--- src/rtl/shop_pkg.sv ---
// Shared constants for the shop command path: token geometry, ASCII delimiters, token-rx state encoding.
// Combinational only; no latency or backpressure.
package shop_pkg;

    localparam int NUM_ASCII_CHARS = 7;
    localparam int A_NUM_BITS      = NUM_ASCII_CHARS * 8;
    localparam int U_NUM_BITS      = 4;

    localparam logic [7:0] ASCII_SP = 8'h20;
    localparam logic [7:0] ASCII_LF = 8'h0A;
    localparam logic [7:0] ASCII_CR = 8'h0D;

    typedef enum logic [1:0] {
        ST_IDLE  = 2'd0,
        ST_ACCUM = 2'd1,
        ST_EMIT  = 2'd2,
        ST_DRAIN = 2'd3
    } rx_state_t;

    function automatic logic is_delim(input logic [7:0] c);
        return (c == ASCII_SP) || (c == ASCII_LF) || (c == ASCII_CR);
    endfunction

endpackage

--- src/rtl/shop_dec_acc.sv ---
// Decimal digit detect plus one saturating acc*10+digit step.
// Purely combinational; no latency, no backpressure.
module shop_dec_acc #(
    parameter int U_NUM_BITS = 4
) (
    input  logic [U_NUM_BITS-1:0] acc,
    input  logic [7:0]            ch,
    output logic                  is_digit,
    output logic [U_NUM_BITS-1:0] acc_next
);
    // Four spare bits hold acc_max*10+9 without wrapping before the clamp.
    localparam int W = U_NUM_BITS + 4;
    localparam logic [U_NUM_BITS-1:0] ACC_MAX = '1;

    logic [7:0]   digit8;
    logic [W-1:0] wide;

    always_comb begin
        is_digit = (ch >= 8'h30) && (ch <= 8'h39);
        digit8   = is_digit ? (ch - 8'h30) : 8'h00;
        wide     = W'(acc) * W'(10) + W'(digit8);
        acc_next = (wide > W'(ACC_MAX)) ? ACC_MAX : wide[U_NUM_BITS-1:0];
    end

endmodule

--- src/rtl/shop_token_rx.sv ---
// Assembles delimiter-separated ASCII bytes into right-justified token words plus a saturated numeric value.
// o_rdy one cycle after the terminating delimiter; o_char_ready drops only for the single EMIT cycle.
module shop_token_rx
    import shop_pkg::*;
#(
    parameter int NUM_ASCII_CHARS = shop_pkg::NUM_ASCII_CHARS,
    parameter int A_NUM_BITS      = NUM_ASCII_CHARS * 8,
    parameter int U_NUM_BITS      = shop_pkg::U_NUM_BITS
) (
    input  logic                  i_clk,
    input  logic                  i_reset_n,
    input  logic                  i_char_valid,
    input  logic [7:0]            i_char,
    output logic                  o_char_ready,
    output logic                  o_rdy,
    output logic [A_NUM_BITS-1:0] o_a,
    output logic [U_NUM_BITS-1:0] o_u,
    output logic                  o_is_num,
    output logic                  o_err
);
    localparam int CW = $clog2(NUM_ASCII_CHARS + 1);

    rx_state_t             state, state_nxt;
    logic [A_NUM_BITS-1:0] shadow;
    logic [CW-1:0]         count;
    logic [U_NUM_BITS-1:0] num_acc;
    logic                  num_flag;

    logic                  accept;
    logic                  delim;
    logic                  full;
    logic                  dig;
    logic [U_NUM_BITS-1:0] acc_in;
    logic [U_NUM_BITS-1:0] acc_next;

    assign accept = i_char_valid && o_char_ready;
    assign delim  = is_delim(i_char);
    assign full   = (count == CW'(NUM_ASCII_CHARS));
    // The first char of a token starts a fresh accumulation.
    assign acc_in = (state == ST_IDLE) ? '0 : num_acc;

    shop_dec_acc #(.U_NUM_BITS(U_NUM_BITS)) u_dec_acc (
        .acc      (acc_in),
        .ch       (i_char),
        .is_digit (dig),
        .acc_next (acc_next)
    );

    always_ff @(posedge i_clk or negedge i_reset_n) begin
        if (!i_reset_n) state <= ST_IDLE;
        else            state <= state_nxt;
    end

    always_comb begin
        state_nxt = state;
        unique case (state)
            ST_IDLE:  if (accept && !delim) state_nxt = ST_ACCUM;
            ST_ACCUM: if (accept) begin
                          if (delim)     state_nxt = ST_EMIT;
                          else if (full) state_nxt = ST_DRAIN;
                      end
            ST_EMIT:  state_nxt = ST_IDLE;
            ST_DRAIN: if (accept && delim) state_nxt = ST_IDLE;
            default:  state_nxt = ST_IDLE;
        endcase
    end

    always_comb begin
        o_rdy        = (state == ST_EMIT);
        o_char_ready = (state != ST_EMIT);
    end

    always_ff @(posedge i_clk or negedge i_reset_n) begin
        if (!i_reset_n) begin
            shadow   <= '0;
            count    <= '0;
            num_acc  <= '0;
            num_flag <= 1'b0;
            o_a      <= '0;
            o_u      <= '0;
            o_is_num <= 1'b0;
            o_err    <= 1'b0;
        end else begin
            o_err <= 1'b0;
            if (accept) begin
                unique case (state)
                    ST_IDLE: if (!delim) begin
                        shadow   <= {{(A_NUM_BITS-8){1'b0}}, i_char};
                        count    <= CW'(1);
                        num_acc  <= acc_next;
                        num_flag <= dig;
                    end
                    ST_ACCUM: begin
                        if (delim) begin
                            // Output word is loaded only here so it stays stable until the next token.
                            o_a      <= shadow;
                            o_u      <= num_flag ? num_acc : '0;
                            o_is_num <= num_flag;
                        end else if (full) begin
                            o_err <= 1'b1;
                        end else begin
                            shadow   <= {shadow[A_NUM_BITS-9:0], i_char};
                            count    <= count + CW'(1);
                            num_acc  <= acc_next;
                            num_flag <= num_flag && dig;
                        end
                    end
                    default: ;
                endcase
            end
        end
    end

endmodule
--- config.mk ---
export PLATFORM = sky130hd
export DESIGN_NAME = shop_token_rx
export DESIGN_NICKNAME = d
export VERILOG_FILES = /design/src/rtl/shop_pkg.sv /design/src/rtl/shop_dec_acc.sv /design/src/rtl/shop_token_rx.sv
export SDC_FILE = /design/constraint.sdc
export NUM_CORES = 1
export LEC_CHECK = 0
export ABC_AREA = 1
export CORE_MARGIN = 2
export CORE_UTILIZATION = 30
export DETAILED_ROUTE_END_ITERATION = 7
export PLACE_DENSITY = 0.55
export SLEW_MARGIN = 10
export SYNTH_ARGS = -nofsm -noshare
export SYNTH_HDL_FRONTEND = slang
export SYNTH_SLANG_ARGS = --single-unit
export TNS_END_PERCENT = 20
--- constraint.sdc ---
create_clock -name i_clk -period 3.7 [get_ports i_clk]
set_input_delay 0.555 -clock i_clk [delete_from_list [all_inputs] [get_ports i_clk]]
set_output_delay 0.555 -clock i_clk [all_outputs]
set_load 0.02 [all_outputs]
==> results.tsv, run 1 <==
stage	metric	value	unit
run_status	status	finished clean	
sta	setup_tns	0	ns
synthesis	yosysTopAreaCellShare	53.9	%
worst_setup_path	crit_path_max_incr_delay	0.46	ns
worst_setup_path	rr_endpoint	num_acc[0]	
worst_setup_path	worstSetupStartpointType	register	
global_routing	grt_pass1_wl	21.1	mm
sta	fin_crit_sh	85.3	%
drt	vias_per_cell	4.31	
clock_network	insertion_delay	0.42	ns
clock_network	clkTransAtPathRegs	0.06	ns
worst_setup_path	crit_path_end_kind	register	
finish	n_antenna_cell	0	
drt	wl_per_cell	12.9	µm
global_routing	overflow	0	
sta	fmax	317	MHz
worst_setup_path	crit_chain	nor2_1 -> nor2_1 -> ha_1 -> ha_1 -> fa_1 -> ha_1 -> nand2_1 -> inv_1 -> nand2_1 -> nand2_1 -> nor2_1 -> nor2_1 -> nor2_1 -> nand3_1 -> nand2_1 -> nand2_1	
floorplan	dieArea	20900	µm²
sta	maxSlewViolCount	0	
clock_network	clock_sinks	128	
synthesis	ys_ff_latch	128	
finish	fin_nets	731	
drt	drt_iter0_drc	234	
floorplan	die-width	145	µm
sta	skew	0.00788	ns
synthesis	ys_seq_area_share	53.9	%
clock_network	numCtsBuffers	17	
drt	drtAntennaViolNets	0	
placed_design	portBuffers	74	
synthesis	ys_async_sr_fraction	100	%
hold_path	hp-class	in2async	
placed_design	dp_slack	0.517	ns
synthesis	synth_compound_area_share	13.6	%
pwr	max-vdd-ir-drop	0.328	mV
synthesis	synth_xor_area_share	0.295	%
drt	num_vias	4221	
synthesis	synth_edf_count	0	
sta	fin_crit	3.16	ns
synthesis	syn_nets	657	
global_routing	grt_use_total	13.0	%
clock_network	h-tree-depth	4	
job	max-cap-violations	0	
worst_setup_path	r2r_setup_slack	0.54	ns
clock_network	cts_tree	yes	
synthesis	synth.area.top_cells	dfrtp_1 (54%), nand2_1 (7.8%), o21ai_2 (7.7%)	
global_routing	grt_antenna_before_repair	0	
synthesis	synth-simple-area-share	18.7	%
global_routing	grt_max_degree	58	
placed_design	postPlaceCellArea	6880	µm²
placed_design	gp_congestion	0.760	
drt	dr.pass1.iters	4	
sta	setup_viol	0	
synthesis	synth_top_family_by_area	simple AND/OR/NAND/NOR gates	
clock_network	cts-root-buf	clkbuf_16	
placed_design	dpl.hpwl	8.80	mm
synthesis	yosys_warnings	0	
floorplan	die_h	145	µm
synthesis	syn_inst	629	
clock_network	hold_buffers	0	
floorplan	rows	51	
finish	stdcell_area	7490	µm²
synthesis	synthDistinctLibCells	36	
synthesis	syn-cell-area	5940	µm²
synthesis	synth_fa_ha_area_share	3.83	%
clock_network	cts_resized	0	
worst_setup_path	r2r_start	state[1]	
floorplan	start_util	30.5	%
sta	hold_viol_final	0	
clock_network	clock_path_buffers	2	
synthesis	synth_commonest_cells	dfrtp_1 (128), nand2_1 (123), inv_1 (80), nand3_1 (60), o21ai_2 (52)	
floorplan	core	19500	µm²
pwr	p_per_area	718	nW/µm²
synthesis	synthFlopType	dfrtp_1	
finish	nFillCells	2009	
clock_network	post-cts-setup-buffer-count	0	
sta	setup_slack	0.545	ns
worst_setup_path	critical_path_class	reg2reg	
global_routing	grt_pass1_vias	4151	
drt	drc	0	
pwr	leakage	3.47	nW
finish	final_core_util	38.5	%
sta	slew-limit-headroom	50.0	%
drt	wirelength	12.6	mm
finish	syn_to_final_growth	26.1	%
synthesis	syn_area_per_cell	9.44	µm²
pwr	power	5.37	mW
worst_setup_path	crit_arrival	3.46	ns
synthesis	synth.largest_area_cell	dfrtp_1	
synthesis	synthMuxAreaShare	0	%
worst_setup_path	worstPathRequired	4.00	ns
worst_setup_path	r2r_cells	16	
sta	rsz0062_at_grt	false	
finish	drive_above_1_share	17.1	%
worst_setup_path	crit_slowest_cell	fa_1	
worst_setup_path	cp_max_fo	5	
sta	worst_pin_slew	0.750	ns
synthesis	synth_most_common_cell	dfrtp_1	
floorplan	io_pins	75	
==> per-stage QoR <==
step                      hold WS (ns)  cells
after detailed placement         0.467    949
after global routing             0.262    980
after global placement           0.464    949
final                            0.195    980
after floorplan                  0.259    629
after CTS                        0.223    980
==> worst max path at each step <==
stage | start | end | slack, ns | cells past startpoint
after floorplan | state[1] | num_acc[0] | 0.77 | 17
after global placement | i_char[4] | num_acc[2] | 0.59 | 17
after detailed placement | i_char[5] | num_acc[0] | 0.52 | 17
after CTS | state[1] | num_acc[0] | 0.53 | 16
after global routing | state[1] | num_acc[3] | 0.25 | 16
final | state[1] | num_acc[0] | 0.54 | 16
==> layer usage <==
metal | up-vias | GRT usage (%) | wire length (µm)
met1 | 1956 | 18.4 | 6330
met2 | 75 | 19.3 | 5640
li1 | 2173 | - | -
met3 | 17 | 2.99 | 413
met5 | - | 0 | 0
met4 | 0 | 5.26 | 213
==> area by class of cell <==
cell class              count  area (µm²)  area share, %
inverters                  86         330           4.41
clock inverters            13         163           2.17
clock buffers              18         439           5.87
well taps                 265         332           4.43
multi-input cells         386        2170           29.0
repair buffers             84         851           11.4
flip-flops and latches    128        3200           42.8
==> kinds of logic after synthesis <==
logic type	Yosys count
buffers and inverters	115
adder cells (fa/ha/maj)	17
other	1
AO/OA/AOI/OAI	122
XOR/XNOR	2
AND/OR/NAND/NOR	244
flip-flops	128
==> state kept, by name (all words and copies together) (netlist names) <==
| name | cells |
|---|---|
| o_a | 56 |
| shadow | 56 |
| num_acc | 4 |
| o_u | 4 |
| count | 3 |
| state | 2 |
| num_flag | 1 |
| o_err | 1 |
| o_is_num | 1 |
==> report_power, final <==
group	internal, mW	total, mW	switching, mW
registers	1.78	1.99	0.211
logic	0.655	1.68	1.03
clock network	1.07	1.70	0.623
==> critical path, delay by kind of cell, from the launching register on <==
kind                     cells  cell delay, ns
AND/OR/NAND/NOR             11            1.20
flip-flops                   1            0.44
buffers and inverters        1            0.04
adder cells (fa/ha/maj)      4            1.38
==> cell usage in the layout, fill, tap and decap left out, drive strengths merged <==
cell type      instances
a21oi                  3
a31oi                  1
buf                   11
bufinv                 3
clkbuf                18
clkdlybuf4s50         73
clkinv                 7
clkinvlp               3
conb                   1
dfrtp                128
fa                     2
ha                    15
inv                   86
nand2                140
nand3                 61
nand3b                 2
nand4                  3
nor2                  34
nor3                   2
nor4                   1
o21ai                118
or2                    1
xnor2                  1
xor2                   1
(Power assumes the default switching activity.)
==> inputs of run 2 (changes only) <==
--- a/config.mk
+++ b/config.mk
@@ -8,10 +8,10 @@
 export ABC_AREA = 1
 export CORE_MARGIN = 2
 export CORE_UTILIZATION = 30
+export CTS_CLUSTER_SIZE = 24
 export DETAILED_ROUTE_END_ITERATION = 7
 export PLACE_DENSITY = 0.55
 export SLEW_MARGIN = 10
 export SYNTH_ARGS = -nofsm -noshare
 export SYNTH_HDL_FRONTEND = slang
 export SYNTH_SLANG_ARGS = --single-unit
-export TNS_END_PERCENT = 20
==> results of run 2 <==
Same layout as run 1: the final DEF is identical, and so are final timing and power.
==> inputs of run 3 (changes only) <==
--- a/config.mk
+++ b/config.mk
@@ -11,6 +11,7 @@
 export CTS_CLUSTER_SIZE = 24
 export DETAILED_ROUTE_END_ITERATION = 7
 export PLACE_DENSITY = 0.55
+export RECOVER_POWER = 100
 export SLEW_MARGIN = 10
 export SYNTH_ARGS = -nofsm -noshare
 export SYNTH_HDL_FRONTEND = slang
==> run 3 against run 2 <==
The flow now finishes with violations (max-capacitance violations, max-slew violations). First-iteration DRC count is 11% higher. Clock-buffer cell count stayed put. Non-clock buffer count stayed put. Hold slack better by 0.28 ns. Setup slack worse by 0.0065 ns. Sequential power hardly changed. Sequential cell count stayed put. Clock skew is 0.00050 ns higher. Utilization is 1.1 points lower. Combinational power is 10% lower. Critical path depth stayed put.
==> results.tsv, run 3 (synthesis gave the netlist of run 1 again) <==
stage	metric	value	unit	change
worst_setup_path	crit_path_max_incr_delay	0.46	ns	about the same
finish	multi_input_area	1980	µm²	was 2170 µm²
sta	setup_tns	0	ns	unchanged
placed_design	gp_congestion	0.760		unchanged
global_routing	grt_pass1_wl	21.1	mm	unchanged
global_routing	grt_antenna_before_repair	0		unchanged
run_status	violations	max-capacitance violations, max-slew violations		
global_routing	grt_use_total	13.0	%	unchanged
drt	num_vias	4271		was 4221
pwr	switching_share	34.2	%	was 34.6%
global_routing	globalRoute.busiestLayer	met2		unchanged
finish	top_regs	o_a: 56 flops, shadow: 56 flops		unchanged
floorplan	die-width	145	µm	unchanged
placed_design	portBuffers	74		unchanged
pwr	max-vdd-ir-drop	0.327	mV	was 0.328 mV
sta	skew	0.00838	ns	was 0.00788 ns
sta	fin_crit_sh	85.5	%	was 85.3%
pwr	seq_power_share	38.2	%	was 37.1%
drt	drtAntennaViolNets	0		unchanged
worst_setup_path	worstPathRequired	4.00	ns	about the same
pwr	p_per_area	715	nW/µm²	was 718 nW/µm²
clock_network	clock_path_buffers	2		unchanged
clock_network	cts_resized	0		unchanged
worst_setup_path	critical_path_class	reg2reg		unchanged
clock_network	cts-root-buf	clkbuf_16		unchanged
sta	fin_crit	3.16	ns	about the same
finish	syn_to_final_growth	22.4	%	was 26.1%
worst_setup_path	crit_slowest_cell	fa_1		unchanged
clock_network	insertion_delay	0.42	ns	about the same
global_routing	met2_usage	19.3	%	unchanged
finish	drive_above_1_share	9.65	%	was 17.1%
sta	hold_viol_final	0		unchanged
run_status	status	complete, but fails checks		was finished clean
floorplan	io_pins	75		unchanged
drt	dr.pass1.iters	4		unchanged
finish	mostFrequentLayoutCells	nand2_1 (131), dfrtp_1 (128), o21ai_0 (103)		was dfrtp_1 (128), nand2_1 (123), inv_1 (80)
pwr	intPower	3.42	mW	was 3.51 mW
worst_setup_path	crit_arrival	3.46	ns	about the same
sta	slew-limit-headroom	-107	%	was 50.0%
hold_path	holdPathStages	2		
finish	stdcell_area	7270	µm²	was 7490 µm²
pwr	switching_power	1.78	mW	was 1.86 mW
finish	seq_area	3200	µm²	unchanged
clock_network	post-cts-setup-buffer-count	0		unchanged
sta	setup_viol	0		unchanged
clock_network	clkTransAtPathRegs	0.06	ns	about the same
floorplan	rows	51		unchanged
global_routing	grt_max_degree	58		unchanged
sta	rsz0062_at_grt	false		unchanged
drt	drc	0		unchanged
floorplan	start_util	30.5	%	unchanged
finish	fin_nets	731		unchanged
drt	wl_per_cell	12.8	µm	was 12.9 µm
global_routing	overflow	0		unchanged
worst_setup_path	crit_path_end_kind	register		unchanged
worst_setup_path	worstSetupStartpointType	register		unchanged
sta	fmax	316	MHz	was 317 MHz
finish	n_antenna_cell	0		unchanged
pwr	clkPwrFrac	32.7	%	was 31.6%
drt	drt_iter0_drc	259		was 234
drt	wirelength	12.5	mm	was 12.6 mm
global_routing	grt_use_met1	18.4	%	unchanged
floorplan	die_h	145	µm	unchanged
pwr	leakage	3.56	nW	was 3.47 nW
drt	vias_per_cell	4.36		was 4.31
global_routing	use_met3	2.99	%	unchanged
finish	mostFrequentLayoutCell	nand2_1		was dfrtp_1
clock_network	cts_tree	yes		unchanged
hold_path	hp-class	reg2reg		was in2async
clock_network	numCtsBuffers	17		unchanged
placed_design	dpl.hpwl	8.80	mm	unchanged
sta	maxSlewViolCount	58		was 0
finish	nFillCells	2056		was 2009
clock_network	h-tree-depth	4		unchanged
clock_network	hold_buffers	0		unchanged
worst_setup_path	r2r_setup_slack	0.54	ns	about the same
pwr	p_comb_share	29.1	%	was 31.3%
global_routing	grt_pass1_vias	4151		unchanged
clock_network	clock_sinks	128		unchanged
floorplan	dieArea	20900	µm²	unchanged
sta	worst_pin_slew	3.10	ns	was 0.750 ns
floorplan	core	19500	µm²	unchanged
job	max-cap-violations	1		was 0
worst_setup_path	crit_chain	nor2_1 -> nor2_1 -> ha_1 -> ha_1 -> fa_1 -> ha_1 -> nand2_1 -> inv_1 -> nand2_1 -> nand2_1 -> nor2_1 -> nor2_1 -> nor2_1 -> nand3_1 -> nand2_1 -> nand2_1		unchanged
placed_design	postPlaceCellArea	6880	µm²	unchanged
worst_setup_path	cp_max_fo	5		unchanged
worst_setup_path	r2r_cells	16		unchanged
-- run 3: power by group through the flow --
stage	sequential, mW	combinational, mW	clock (mW)
3_3_place_gp	2.01	1.69	0
4_1_cts	2.00	1.71	1.73
6_report	1.99	1.51	1.70
2_1_floorplan	2.09	1.09	0
5_1_grt	2.03	1.75	1.80
3_5_place_dp	2.02	1.70	0
-- run 3: final timing paths --
check / end / from
worst min-delay path: o_a[0] / o_a[0]
worst max register to register: num_acc[0] / state[1]
worst min register to register: o_a[0] / o_a[0]
min in group asynchronous: o_a[46] / i_reset_n
max in group asynchronous: o_a[17] / i_reset_n
worst max-delay path: num_acc[0] / state[1]
-- run 3: cell type report --
| class | count | share of cell area (%) |
|---|---|---|
| Clock buffer | 18 | 6.04 |
| Timing Repair Buffer | 84 | 11.3 |
| Sequential cell | 128 | 44.1 |
| Clock inverter | 13 | 2.24 |
| Tap cell | 265 | 4.56 |
| Inverter | 86 | 4.55 |
| Multi-Input combinational cell | 386 | 27.2 |
-- run 3: stage by stage --
step                utilization, %  instances  hold slack [ns]  setup WS [ns]  power (mW)
global placement              35.4        949            0.464          0.585        3.70
finish                        37.3        980            0.475          0.538        5.20
CTS                           38.5        980            0.223          0.530        5.44
global route                  37.3        980            0.501          0.138        5.58
detailed placement            35.4        949            0.467          0.517        3.72
floorplan                        -        629            0.259          0.765        3.17
-- run 3: critical path, delay by kind of cell, from the launching register on --
kind                     cells  cell delay [ns]
adder cells (fa/ha/maj)      4             1.36
AND/OR/NAND/NOR             11             1.20
flip-flops                   1             0.44
buffers and inverters        1             0.04
-- run 3: metal layers --
| layer | up-vias | share of wire (%) |
|---|---|---|
| met5 | - | 0 |
| met4 | 0 | 1.7 |
| met3 | 17 | 3.4 |
| met2 | 77 | 45 |
| met1 | 2000 | 50 |
| li1 | 2177 | - |
